**src/rtl/alu_pkg.sv**
```systemverilog
`default_nettype none
// ============================================================================
// Module   : alu_pkg
// Brief    : Shared widths, unit codes and small decode helpers for the ALU
//            result stage.
// Revision : 1.0 - initial release
// ============================================================================
package alu_pkg;

    localparam int ALU_WIDTH = 16;
    localparam int ALU_DEPTH = 4;

    // Unit codes carried alongside every queued result
    typedef enum logic [1:0] {
        UNIT_ARITH = 2'b00,
        UNIT_LOGIC = 2'b01,
        UNIT_CMP   = 2'b10,
        UNIT_SHIFT = 2'b11
    } unit_e;

    // Number of bits set in a 4-bit select/strobe vector
    function automatic logic [2:0] popcount4(input logic [3:0] v);
        return {2'b00, v[3]} + {2'b00, v[2]} + {2'b00, v[1]} + {2'b00, v[0]};
    endfunction

    // Map a one-hot vector (bit3 arith .. bit0 shift) to its unit code.
    // Callers only trust the result when the vector is one-hot.
    function automatic unit_e onehot_to_unit(input logic [3:0] v);
        unit_e u;
        u = UNIT_ARITH;
        if (v[2]) u = UNIT_LOGIC;
        if (v[1]) u = UNIT_CMP;
        if (v[0]) u = UNIT_SHIFT;
        return u;
    endfunction

endpackage : alu_pkg
`default_nettype wire

```
**src/rtl/alu_result_fifo.sv**
```systemverilog
`default_nettype none
// ============================================================================
// Module   : alu_result_fifo
// Brief    : Show-ahead synchronous FIFO for tagged results. A push while full
//            is accepted only if a pop happens on the same edge.
// Revision : 1.0 - initial release
// ============================================================================
module alu_result_fifo #(
    parameter int DATA_W = 18,
    parameter int DEPTH  = 4
) (
    input  logic              clk,
    input  logic              rst,
    input  logic              i_push,
    input  logic [DATA_W-1:0] i_wdata,
    input  logic              i_pop,
    output logic [DATA_W-1:0] o_rdata,
    output logic              o_empty,
    output logic              o_full
);

    localparam int PW = (DEPTH > 1) ? $clog2(DEPTH) : 1;
    localparam int CW = $clog2(DEPTH + 1);
    localparam logic [CW-1:0] C_FULL = CW'(DEPTH);

    logic [DATA_W-1:0] r_mem [DEPTH];
    logic [PW-1:0]     r_wptr;
    logic [PW-1:0]     r_rptr;
    logic [CW-1:0]     r_count;

    logic w_empty;
    logic w_full;
    logic w_do_pop;
    logic w_do_push;

    assign w_empty   = (r_count == '0);
    assign w_full    = (r_count == C_FULL);
    assign w_do_pop  = i_pop && !w_empty;
    // Full only blocks the write when the head is not leaving this cycle
    assign w_do_push = i_push && (!w_full || w_do_pop);

    // Storage array; contents are don't-care while unoccupied, so no reset
    always_ff @(posedge clk) begin
        if (w_do_push) begin
            r_mem[r_wptr] <= i_wdata;
        end
    end

    // Pointers wrap naturally since DEPTH is a power of two
    always_ff @(posedge clk or posedge rst) begin
        if (rst) begin
            r_wptr  <= '0;
            r_rptr  <= '0;
            r_count <= '0;
        end else begin
            if (w_do_push) r_wptr <= r_wptr + PW'(1);
            if (w_do_pop)  r_rptr <= r_rptr + PW'(1);
            case ({w_do_push, w_do_pop})
                2'b10:   r_count <= r_count + CW'(1);
                2'b01:   r_count <= r_count - CW'(1);
                default: r_count <= r_count;
            endcase
        end
    end

    assign o_rdata = w_empty ? '0 : r_mem[r_rptr];
    assign o_empty = w_empty;
    assign o_full  = w_full;

endmodule : alu_result_fifo
`default_nettype wire

```
**src/rtl/alu_result_stage.sv**
```systemverilog
`default_nettype none
// ============================================================================
// Module   : alu_result_stage
// Brief    : Tracks which functional unit was enabled, checks the returning
//            result strobe against that tag, and queues {unit, result} in an
//            output FIFO. Protocol violations and drops raise sticky flags.
// Revision : 1.0 - initial release
// ============================================================================
module alu_result_stage
    import alu_pkg::*;
#(
    parameter int WIDTH = ALU_WIDTH,
    parameter int DEPTH = ALU_DEPTH
) (
    input  logic             CLK,
    input  logic             RST,
    input  logic [3:0]       Enable,
    input  logic [WIDTH-1:0] Arith_OUT,
    input  logic [WIDTH-1:0] Logic_OUT,
    input  logic [WIDTH-1:0] CMP_OUT,
    input  logic [WIDTH-1:0] SHIFT_OUT,
    input  logic             Arith_Flag,
    input  logic             Logic_Flag,
    input  logic             CMP_Flag,
    input  logic             Shift_Flag,
    input  logic             OUT_Ready,
    output logic [WIDTH-1:0] ALU_OUT,
    output logic [1:0]       OUT_Unit,
    output logic             OUT_Valid,
    output logic             Full,
    output logic             Overflow,
    output logic             Err
);

    logic       r_pending;
    unit_e      r_tag;
    logic       r_overflow;
    logic       r_err;

    logic [3:0]       w_flags;
    logic [2:0]       w_flag_cnt;
    logic [2:0]       w_en_cnt;
    logic             w_en_onehot;
    logic             w_en_bad;
    logic             w_flag_single;
    logic             w_flag_multi;
    unit_e            w_flag_unit;
    unit_e            w_en_unit;
    logic             w_match;
    logic             w_capture;
    logic             w_stray;
    logic [WIDTH-1:0] w_result;
    logic [WIDTH+1:0] w_wdata;
    logic [WIDTH+1:0] w_rdata;
    logic             w_empty;
    logic             w_full;
    logic             w_pop;
    logic             w_drop;

    assign w_flags       = {Arith_Flag, Logic_Flag, CMP_Flag, Shift_Flag};
    assign w_flag_cnt    = popcount4(w_flags);
    assign w_en_cnt      = popcount4(Enable);
    assign w_en_onehot   = (w_en_cnt == 3'd1);
    assign w_en_bad      = (w_en_cnt > 3'd1);
    assign w_flag_single = (w_flag_cnt == 3'd1);
    assign w_flag_multi  = (w_flag_cnt > 3'd1);
    assign w_flag_unit   = onehot_to_unit(w_flags);
    assign w_en_unit     = onehot_to_unit(Enable);

    // Strobes are always judged against the tag held before this edge
    assign w_match   = r_pending && (r_tag == w_flag_unit);
    assign w_capture = w_flag_single && w_match;
    assign w_stray   = w_flag_single && !w_match;

    // Select the reporting unit's result
    always_comb begin
        w_result = '0;
        case (w_flag_unit)
            UNIT_ARITH: w_result = Arith_OUT;
            UNIT_LOGIC: w_result = Logic_OUT;
            UNIT_CMP:   w_result = CMP_OUT;
            UNIT_SHIFT: w_result = SHIFT_OUT;
            default:    w_result = '0;
        endcase
    end

    assign w_wdata = {w_flag_unit, w_result};
    assign w_pop   = !w_empty && OUT_Ready;
    assign w_drop  = w_capture && w_full && !w_pop;

    // Pending tag: a new one-hot Enable wins over a same-cycle capture
    always_ff @(posedge CLK or posedge RST) begin
        if (RST) begin
            r_pending <= 1'b0;
            r_tag     <= UNIT_ARITH;
        end else if (w_en_onehot) begin
            r_pending <= 1'b1;
            r_tag     <= w_en_unit;
        end else if (w_capture) begin
            r_pending <= 1'b0;
        end
    end

    // Sticky status, cleared only by reset
    always_ff @(posedge CLK or posedge RST) begin
        if (RST) begin
            r_overflow <= 1'b0;
            r_err      <= 1'b0;
        end else begin
            if (w_drop) r_overflow <= 1'b1;
            if (w_en_bad || w_flag_multi || w_stray) r_err <= 1'b1;
        end
    end

    alu_result_fifo #(
        .DATA_W (WIDTH + 2),
        .DEPTH  (DEPTH)
    ) u_fifo (
        .clk     (CLK),
        .rst     (RST),
        .i_push  (w_capture),
        .i_wdata (w_wdata),
        .i_pop   (w_pop),
        .o_rdata (w_rdata),
        .o_empty (w_empty),
        .o_full  (w_full)
    );

    assign ALU_OUT   = w_rdata[WIDTH-1:0];
    assign OUT_Unit  = w_rdata[WIDTH+1:WIDTH];
    assign OUT_Valid = !w_empty;
    assign Full      = w_full;
    assign Overflow  = r_overflow;
    assign Err       = r_err;

endmodule : alu_result_stage
`default_nettype wire

```
**config.mk**
```make
export PLATFORM = sky130hd
export DESIGN_NAME = alu_result_stage
export DESIGN_NICKNAME = d
export VERILOG_FILES = /design/src/rtl/alu_pkg.sv /design/src/rtl/alu_result_fifo.sv /design/src/rtl/alu_result_stage.sv
export SDC_FILE = /design/constraint.sdc
export NUM_CORES = 1
export LEC_CHECK = 0
export ABC_AREA = 1
export CORE_MARGIN = 2
export CORE_UTILIZATION = 54
export DETAILED_ROUTE_END_ITERATION = 6
export PLACE_DENSITY = 0.86
export SLEW_MARGIN = 20
export SYNTH_ARGS = -nofsm -noshare
export SYNTH_HDL_FRONTEND = slang
export SYNTH_SLANG_ARGS = --single-unit
```
**constraint.sdc**
```tcl
create_clock -name CLK -period 5.9 [get_ports CLK]
set_input_delay 0.59 -clock CLK [delete_from_list [all_inputs] [get_ports CLK]]
set_output_delay 0.59 -clock CLK [all_outputs]
set_load 0.01 [all_outputs]
```
==> impl_metrics.json <==
{
  "wl_met3_um": 744,
  "power_switching_mw": 0.763,
  "critical_path.max_fanout": 18,
  "max_cap_violations": 0,
  "crit_buf_inv": 5,
  "p_per_area_nw_per_um2": 387,
  "ys.flop_type": "edfxtp_1",
  "arrival_ps": 4370,
  "rsz0062_at_grt": "no",
  "netlist_instances": 412,
  "cts_tree": "built",
  "power.leakage_nw": 2.05,
  "dpl.hpwl_um": 6980,
  "area_delta_synth_final_pct": 29.5,
  "ctsResizeCount": 0,
  "drc": 0,
  "viasPerCell": 5.46,
  "min-delay-start": "Overflow",
  "multiInputGateArea_um2": 1410,
  "die_y_um": 91.6,
  "routed_wl_um": 10100,
  "timing_hold_violations_final": 0,
  "min_period_ps": 4410,
  "end_kind": "flip-flop",
  "start_util": 0.565,
  "worst_hold_path_type": "reg2reg",
  "vdd_drop_max_mv": 0.265,
  "clockPowerShare": 0.191,
  "ys_warn_count": 0,
  "n_antenna_cell": 0,
  "place_congestion": 0.802,
  "dpl_worst_slack_ps": 1160,
  "clkLatencyLatePin_ps": 350,
  "die_w_um": 91.6,
  "grt_start_max_net_pins": 39,
  "power_frac_comb": 0.440,
  "place_area_um2": 5170,
  "dp_cells": 592,
  "cts_buffer_depth": 2,
  "finalNetCount": 593,
  "fin_area_um2": 5360,
  "overflow": 0,
  "worstSetupStartpointType": "input port",
  "internal_power_mw": 1.31,
  "r2r_start": "r_tag[1]",
  "grt_first_pass_wirelength_um": 16200,
  "sw_frac_of_total": 0.367,
  "die_area_um2": 8380,
  "num_vias": 3321,
  "ys_seq_area_frac": 0.595,
  "cts_root_buf": "clkbuf_8",
  "core.rowCount": 31,
  "crit_type": "in2reg",
  "ys_types": 29,
  "final_cells": 608,
  "finalMaxSlewViolations": 0,
  "clk_pin_slew_worst_paths_ps": 80,
  "cpMaxStageDelayCell": "clkdlybuf4s50_1",
  "grt_pass1_vias": 3423,
  "fillers": 508,
  "finalPower_mw": 2.08,
  "crit_start": "Shift_Flag",
  "setup_slack_ps": 1490,
  "cts_buffers": 9,
  "ioPinCount": 97,
  "path_delay_family": "buffers and inverters",
  "status": "finished, final reports clean",
  "syn_nets": 501,
  "place.port_buffers": 96,
  "drtIter0Drc": 240,
  "clkSinkCount": 84,
  "final_util": 0.731,
  "crit_top_cell": "inv_1",
  "fin_skew_ps": 11.6,
  "path_cells": "clkdlybuf4s50_1 > inv_6 > fa_1 > inv_1 > ha_1 > inv_1 > ha_1 > nor3_2 > inv_1 > nor3_2 > o21ai_2 > nor2_2",
  "dr_wl_met2_um": 5410,
  "synth_area_um2": 4140,
  "drt-met1-wl_um": 3690,
  "cpPeakStageDelay_ps": 1100,
  "maxSlewHeadroom": 0.280,
  "setup_violations": 0,
  "htreeDepth": 3,
  "wl_per_cell_um": 16.6,
  "core_um2": 7330,
  "ys_async_sr_fraction": 0.143,
  "layout-drive-gt1-share": 0.0845,
  "track_usage": 0.251,
  "first_pass_iters": 4,
  "register_area_um2": 2460,
  "syn_area_per_cell_um2": 10.0,
  "fmax_mhz": 227,
  "ant_nets": 0,
  "top_layer": "met4",
  "tns_ps": 0,
  "synth_seq_cells": 84,
  "crit_required_ps": 5870,
  "seq_power_share": 0.369,
  "min_period_over_period": 0.747,
  "worst_slew_pin_slew_ps": 1080,
  "antenna_found_initial": 0,
  "hold_slack_ps": 507,
  "synth_edf_count": 72,
  "post-cts-setup-buffer-count": 0,
  "hold_buffers": 0
}
-- path summary, 6_finish.rpt --
kind                       slack (ps)            endpoint  depth (start not counted)
setup / recovery                 1490  u_fifo.r_mem[1][8]                         12
hold / removal                    510            Overflow                          1
setup reg to reg                 3670  u_fifo.r_mem[1][8]                          5
hold reg to reg                   510            Overflow                          1
max in group asynchronous        5030            r_tag[0]                          2
min in group asynchronous         550   u_fifo.r_count[0]                          2
-- state kept, by name, indices dropped and copies added (netlist names) --
| name | cells |
|---|---|
| u_fifo.r_count | 3 |
| r_tag | 2 |
| u_fifo.r_wptr | 2 |
| u_fifo.r_mem | 72 |
| r_pending | 1 |
| Overflow | 1 |
| u_fifo.r_rptr | 2 |
| Err | 1 |
-- layout make-up --
type | count | area share
well taps | 99 | 0.0231
flip-flops and latches | 84 | 0.459
repair buffers | 99 | 0.183
multi-input cells | 261 | 0.263
clock buffers | 9 | 0.0231
inverters | 49 | 0.0352
clock inverters | 7 | 0.0126
-- metal layers --
metal / track usage / vias to the layer above
met5: 0 / -
met4: 0.0934 / 0
met3: 0.0432 / 24
met2: 0.461 / 135
met1: 0.290 / 1584
li1: - / 1578
-- power by group through the flow --
stage	Combinational, mW	Sequential [mW]	Clock (mW)
2_1_floorplan	0.533	0.751	0
3_3_place_gp	0.866	0.775	0
3_5_place_dp	0.910	0.778	0
4_1_cts	0.915	0.765	0.396
5_1_grt	1.01	0.773	0.425
6_report	0.913	0.767	0.396
-- Yosys cell counts, types with 2 or more instances --
cell	number	area (um^2)
dfrtp_1	12	300
clkbuf_1	9	33.8
ha_1	11	138
o21ai_0	39	195
nand2_1	48	180
nor2_1	82	308
o2111ai_1	16	140
clkinv_1	2	7.51
nor3_2	2	20.0
inv_2	3	11.3
nand3_1	21	105
nand2_2	8	50.1
a21oi_1	20	100
buf_2	7	35.0
edfxtp_1	72	2160
nor2_4	2	22.5
inv_1	43	161
xor2_1	2	17.5
fa_1	3	60.1
-- cells in the final DEF, fill, tap and decap left out, types with 12 or more instances in the layout --
cell type        Yosys  final
a21oi_1             20     20
clkdlybuf4s50_1      0     96
dfrtp_1             12     12
edfxtp_1            72     72
inv_1               43     43
nand2_1             48     48
nand3_1             21     21
nor2_1              82     78
o2111ai_1           16     16
o21ai_0             39     39
-- kinds of logic after synthesis --
logic type	Yosys count	share of synthesized area
compound gates	78	0.111
xor+xnor	2	0.00423
fa+ha+maj	14	0.0478
buf+inv	67	0.0668
flops	84	0.595
simple gates	167	0.176
Note: power is estimated with default switching activity, not from simulation.
==> patch 1, RTL diff (same flow settings) <==
Register the output `Err` once more, without a reset; this adds one clock of latency there. The other outputs are not delayed to match.
--- a/src/rtl/alu_result_stage.sv
+++ b/src/rtl/alu_result_stage.sv
@@ -133,3 +133,5 @@
     assign Overflow  = r_overflow;
-    assign Err       = r_err;
+    always_ff @(posedge CLK) begin
+        Err <= r_err;
+    end
 
Behaviour: not the same (a bounded check fails within 4 cycles, from zero or initial values and one cycle with RST high).
==> patch 1 against the original RTL <==
Synthesized cell count shrank 0.24%. Hold slack got worse by 130 ps. Critical path depth decreased by 1. Total power grew 0.35%. Area after synthesis is 1.1% higher. Sequential cell count up 1. Routed wire length grew 1.2%. Worst setup slack improved by 300 ps. Highest routed layer unchanged. Final area increased by 0.86%. Global-route usage is essentially flat. Largest cell class unchanged. Via count about the same. Count of clock-buffer cells in the layout grew 3.
==> patch 1: results <==
group,metric,value,unit
grt,first_global_vias,3364,
grt,grt_usage,25.0,%
synthesis,yosys.area_share.xor_xnor,0.418,%
setup_path,critPathMaxFanout,19,
placed_design,place.gp.congestion,0.804,
grt,grt_start_max_net_pins,39,
synthesis,synth_cells,411,
grt,antenna_found_initial,0,
placed_design,placedCellCount,596,
sta,fin_skew,8.59,ps
cts,cts_buffers,9,
min_path,holdCritStartpoint,"r_err",
synthesis,yosysUniqueCellTypes,31,
synthesis,synth_edf_count,72,
synthesis,synth_compound_area_share,10.7,%
finish,stdcell_count,612,
cts,insertion_delay,350,ps
synthesis,yosysSeqAreaShare,59.3,%
grt,grt_util_met2,42.7,%
setup_path,r2r-start,"u_fifo.r_rptr[0]",
setup_path,r2r_cells,4,
cts,cts_root_buf,"clkbuf_8",
power,p_leak,2.07,nW
grt,grtUsageMet3,4.27,%
routing,vias,3322,
finish,largestRegisters,"u_fifo.r_mem: 72 flops, u_fifo.r_count: 3 flops",
grt,use_met1,30.9,%
synthesis,synth.area.top_cells,"edfxtp_1 (52%), dfrtp_1 (7.2%), nor2_1 (7.2%), o21ai_0 (4.7%), nand2_1 (4.1%)",
finish,drive_above_1_share,7.25,%
setup_path,critical_path_arrival,4140,ps
placed_design,portBuffers,96,
synthesis,synth_common_cells,"nor2_1 (80), edfxtp_1 (72), nand2_1 (46), inv_1 (43), o21ai_0 (39)",
power,ir_worst_vdd,0.292,mV
synthesis,syn_nets,500,
routing,wl_per_cell,16.7,um
min_path,holdPathStages,0,
synthesis,synth_fa_ha_area_share,4.72,%
synthesis,synth.mux.area_fraction,0,%
finish,diodes,0,
placed_design,place_ws,1430,ps
sta,worst_slew_pin_slew,908,ps
routing,initialDrtViolationCount,287,
finish,fillers,536,
finish,fin_nets,594,
synthesis,synth_most_common_cell,"nor2_1",
routing,dr.pass1.iters,6,
cts,clkSlewWorstSetupHoldPaths,80,ps
synthesis,synth.avg_cell_area,10.2,um2
synthesis,yosys_warnings,0,
placed_design,place_hpwl,6990,um
min_path,min_path_type,"reg2reg",
outcome,status,"complete, no violations",
grt,grt_pass1_wl,16100,um
cts,cts-resized-gates,0,
synthesis,async_reset_ff_share,14.1,%
setup_path,cp-startpoint,"Logic_Flag",
patch 1: critical path, cell delays in order:
cell and delay [ps]:
clkdlybuf4s50_1 1060, inv_1 150, fa_1 550, inv_1 50, ha_1 190, inv_1 60, ha_1 250, nor3b_4 300
nand3_2 230, nor2_1 350, buf_4 320
patch 1: stage by stage:
stage	utilization, %	area [um2]	power (mW)
final	71.1	5410	2.08
after global routing	71.1	5410	2.21
after CTS	71.1	5410	2.09
after detailed placement	68.6	5220	1.70
after global placement	68.6	5220	1.66
after floorplan	-	4190	1.29
patch 1: report_power, final:
group | switching [mW] | leakage (nW) | internal [mW]
registers | 0.0565 | 0.796 | 0.719
clock network | 0.194 | 0.0866 | 0.195
logic | 0.509 | 1.19 | 0.409
total | 0.760 | 2.07 | 1.32
patch 1: cell type report:
cell class / count / share of cell area (%)
well taps: 102 / 2.36
clock inverters: 4 / 0.926
flip-flops and latches: 85 / 45.9
inverters: 48 / 3.43
multi-input cells: 260 / 26.4
repair buffers: 101 / 18.5
clock buffers: 12 / 2.50
patch 1: cells by family (layout without fill, tap and decap cells):
kind of cell             after synthesis  after routing
AND/OR/NAND/NOR                      167            167
buffers and inverters                 66            165
flip-flops                            85             85
AO/OA/AOI/OAI                         77             77
XOR/XNOR                               2              2
adder cells (fa/ha/maj)               14             14
patch 1: final timing paths:
| kind | to | slack [ps] |
|---|---|---|
| max | u_fifo.r_mem[3][15] | 1800 |
| min in group asynchronous | u_fifo.r_wptr[0] | 540 |
| min reg2reg | Err | 370 |
| max reg2reg | u_fifo.r_rptr[1] | 3710 |
| min | Err | 370 |
| max in group asynchronous | Overflow | 5030 |
patch 1: routing by layer:
layer,share of wire [%],vias to the layer above,wire (um)
li1,-,1585,-
met1,38,1530,3910
met2,51,178,5150
met3,8.2,29,838
met4,2.9,0,298
met5,0,-,0
==> patch 2, RTL diff (config.mk and constraints unchanged) <==
Without the edit above. Set the package constant `ALU_DEPTH` to 8 (it was 4).
--- a/src/rtl/alu_pkg.sv
+++ b/src/rtl/alu_pkg.sv
@@ -10,3 +10,3 @@
     localparam int ALU_WIDTH = 16;
-    localparam int ALU_DEPTH = 4;
+    localparam int ALU_DEPTH = 8;
 
Formal check against the unedited RTL: not equivalent (Yosys sat finds a counterexample within 10 cycles, from zero or initial values and one cycle with RST high).
==> patch 2 against the original RTL <==
Worst setup slack better by 450 ps. Routed wire length grew 74%. Final area rose by 63%. Area after synthesis increased by 71%. Sequential cell count increased by 75. Cell count up 50%. Total power up 85%. Utilization fell by 4.3 points. Highest routed layer unchanged.
==> patch 2: results <==
group,metric,value,unit
synthesis,synth_common_cells,"edfxtp_1 (144), nor2_1 (115), o21ai_0 (87), nand2_1 (57), inv_1 (39)",
grt,grt_start_max_net_pins,75,
routing,dr.pass1.iters,6,
grt,grtUsageMet3,5.07,%
finish,multi_input_area_share,23.8,%
synthesis,yosysSeqAreaShare,66.3,%
synthesis,syn_nets,718,
finish,regArea,0.00470,mm2
setup_path,r2r_cells,12,
synthesis,async_reset_ff_share,9.43,%
setup_path,cp-endpoint,"u_fifo.r_mem[7][5]",
cts,cts_root_buf,"clkbuf_16",
sta,fin_skew,4.70,ps
cts,clkSlewWorstSetupHoldPaths,60,ps
setup_path,r2r-start,"u_fifo.r_count[1]",
finish,fillers,919,
outcome,status,"complete, no violations",
finish,multi_input_gates,393,
grt,use_met1,32.6,%
routing,initialDrtViolationCount,667,
setup_path,cp-startpoint,"Logic_Flag",
finish,clockNetworkAreaShare,6.03,%
grt,grt_util_met2,42.2,%
setup_path,rr_endpoint,"u_fifo.r_count[2]",
finish,drive_above_1_share,8.81,%
finish,largestRegisters,"u_fifo.r_mem: 144 flops, u_fifo.r_count: 4 flops",
finish,postLayoutCellArea,0.00876,mm2
synthesis,synth_cells,631,
routing,vias,5362,
finish,clkbuf_count,18,
synthesis,synth_edf_count,144,
==> patch 2: cell types whose count changed after synthesis, moves of 10 or more <==
cell	before	now
nor2_1	82	115
a31oi_1	0	18
o21ai_0	39	87
o21ai_1	1	11
o22ai_1	0	18
a21oi_1	20	2
edfxtp_1	72	144
clkbuf_1	9	25
==> patch 2: cells by family after synthesis <==
logic type | share of synthesized area [%]
flip-flops | 66.3
XOR/XNOR | 0.618
adder cells (fa/ha/maj) | 2.33
buffers and inverters | 4.42
AO/OA/AOI/OAI | 12.5
AND/OR/NAND/NOR | 13.8
==> patch 2: power by group <==
| group | switching [mW] | total, mW | internal [mW] |
|---|---|---|---|
| clock | 0.415 | 0.984 | 0.569 |
| sequential | 0.0565 | 1.38 | 1.32 |
| combinational | 0.905 | 1.48 | 0.572 |
| total | 1.38 | 3.84 | 2.46 |
==> patch 2: per-layer routing <==
layer	part of all wire, %	wire length, um	vias up
li1	-	-	2434
met4	2.9	502	0
met5	0	0	-
met3	8.9	1560	52
met1	39	6880	2531
met2	49	8570	345
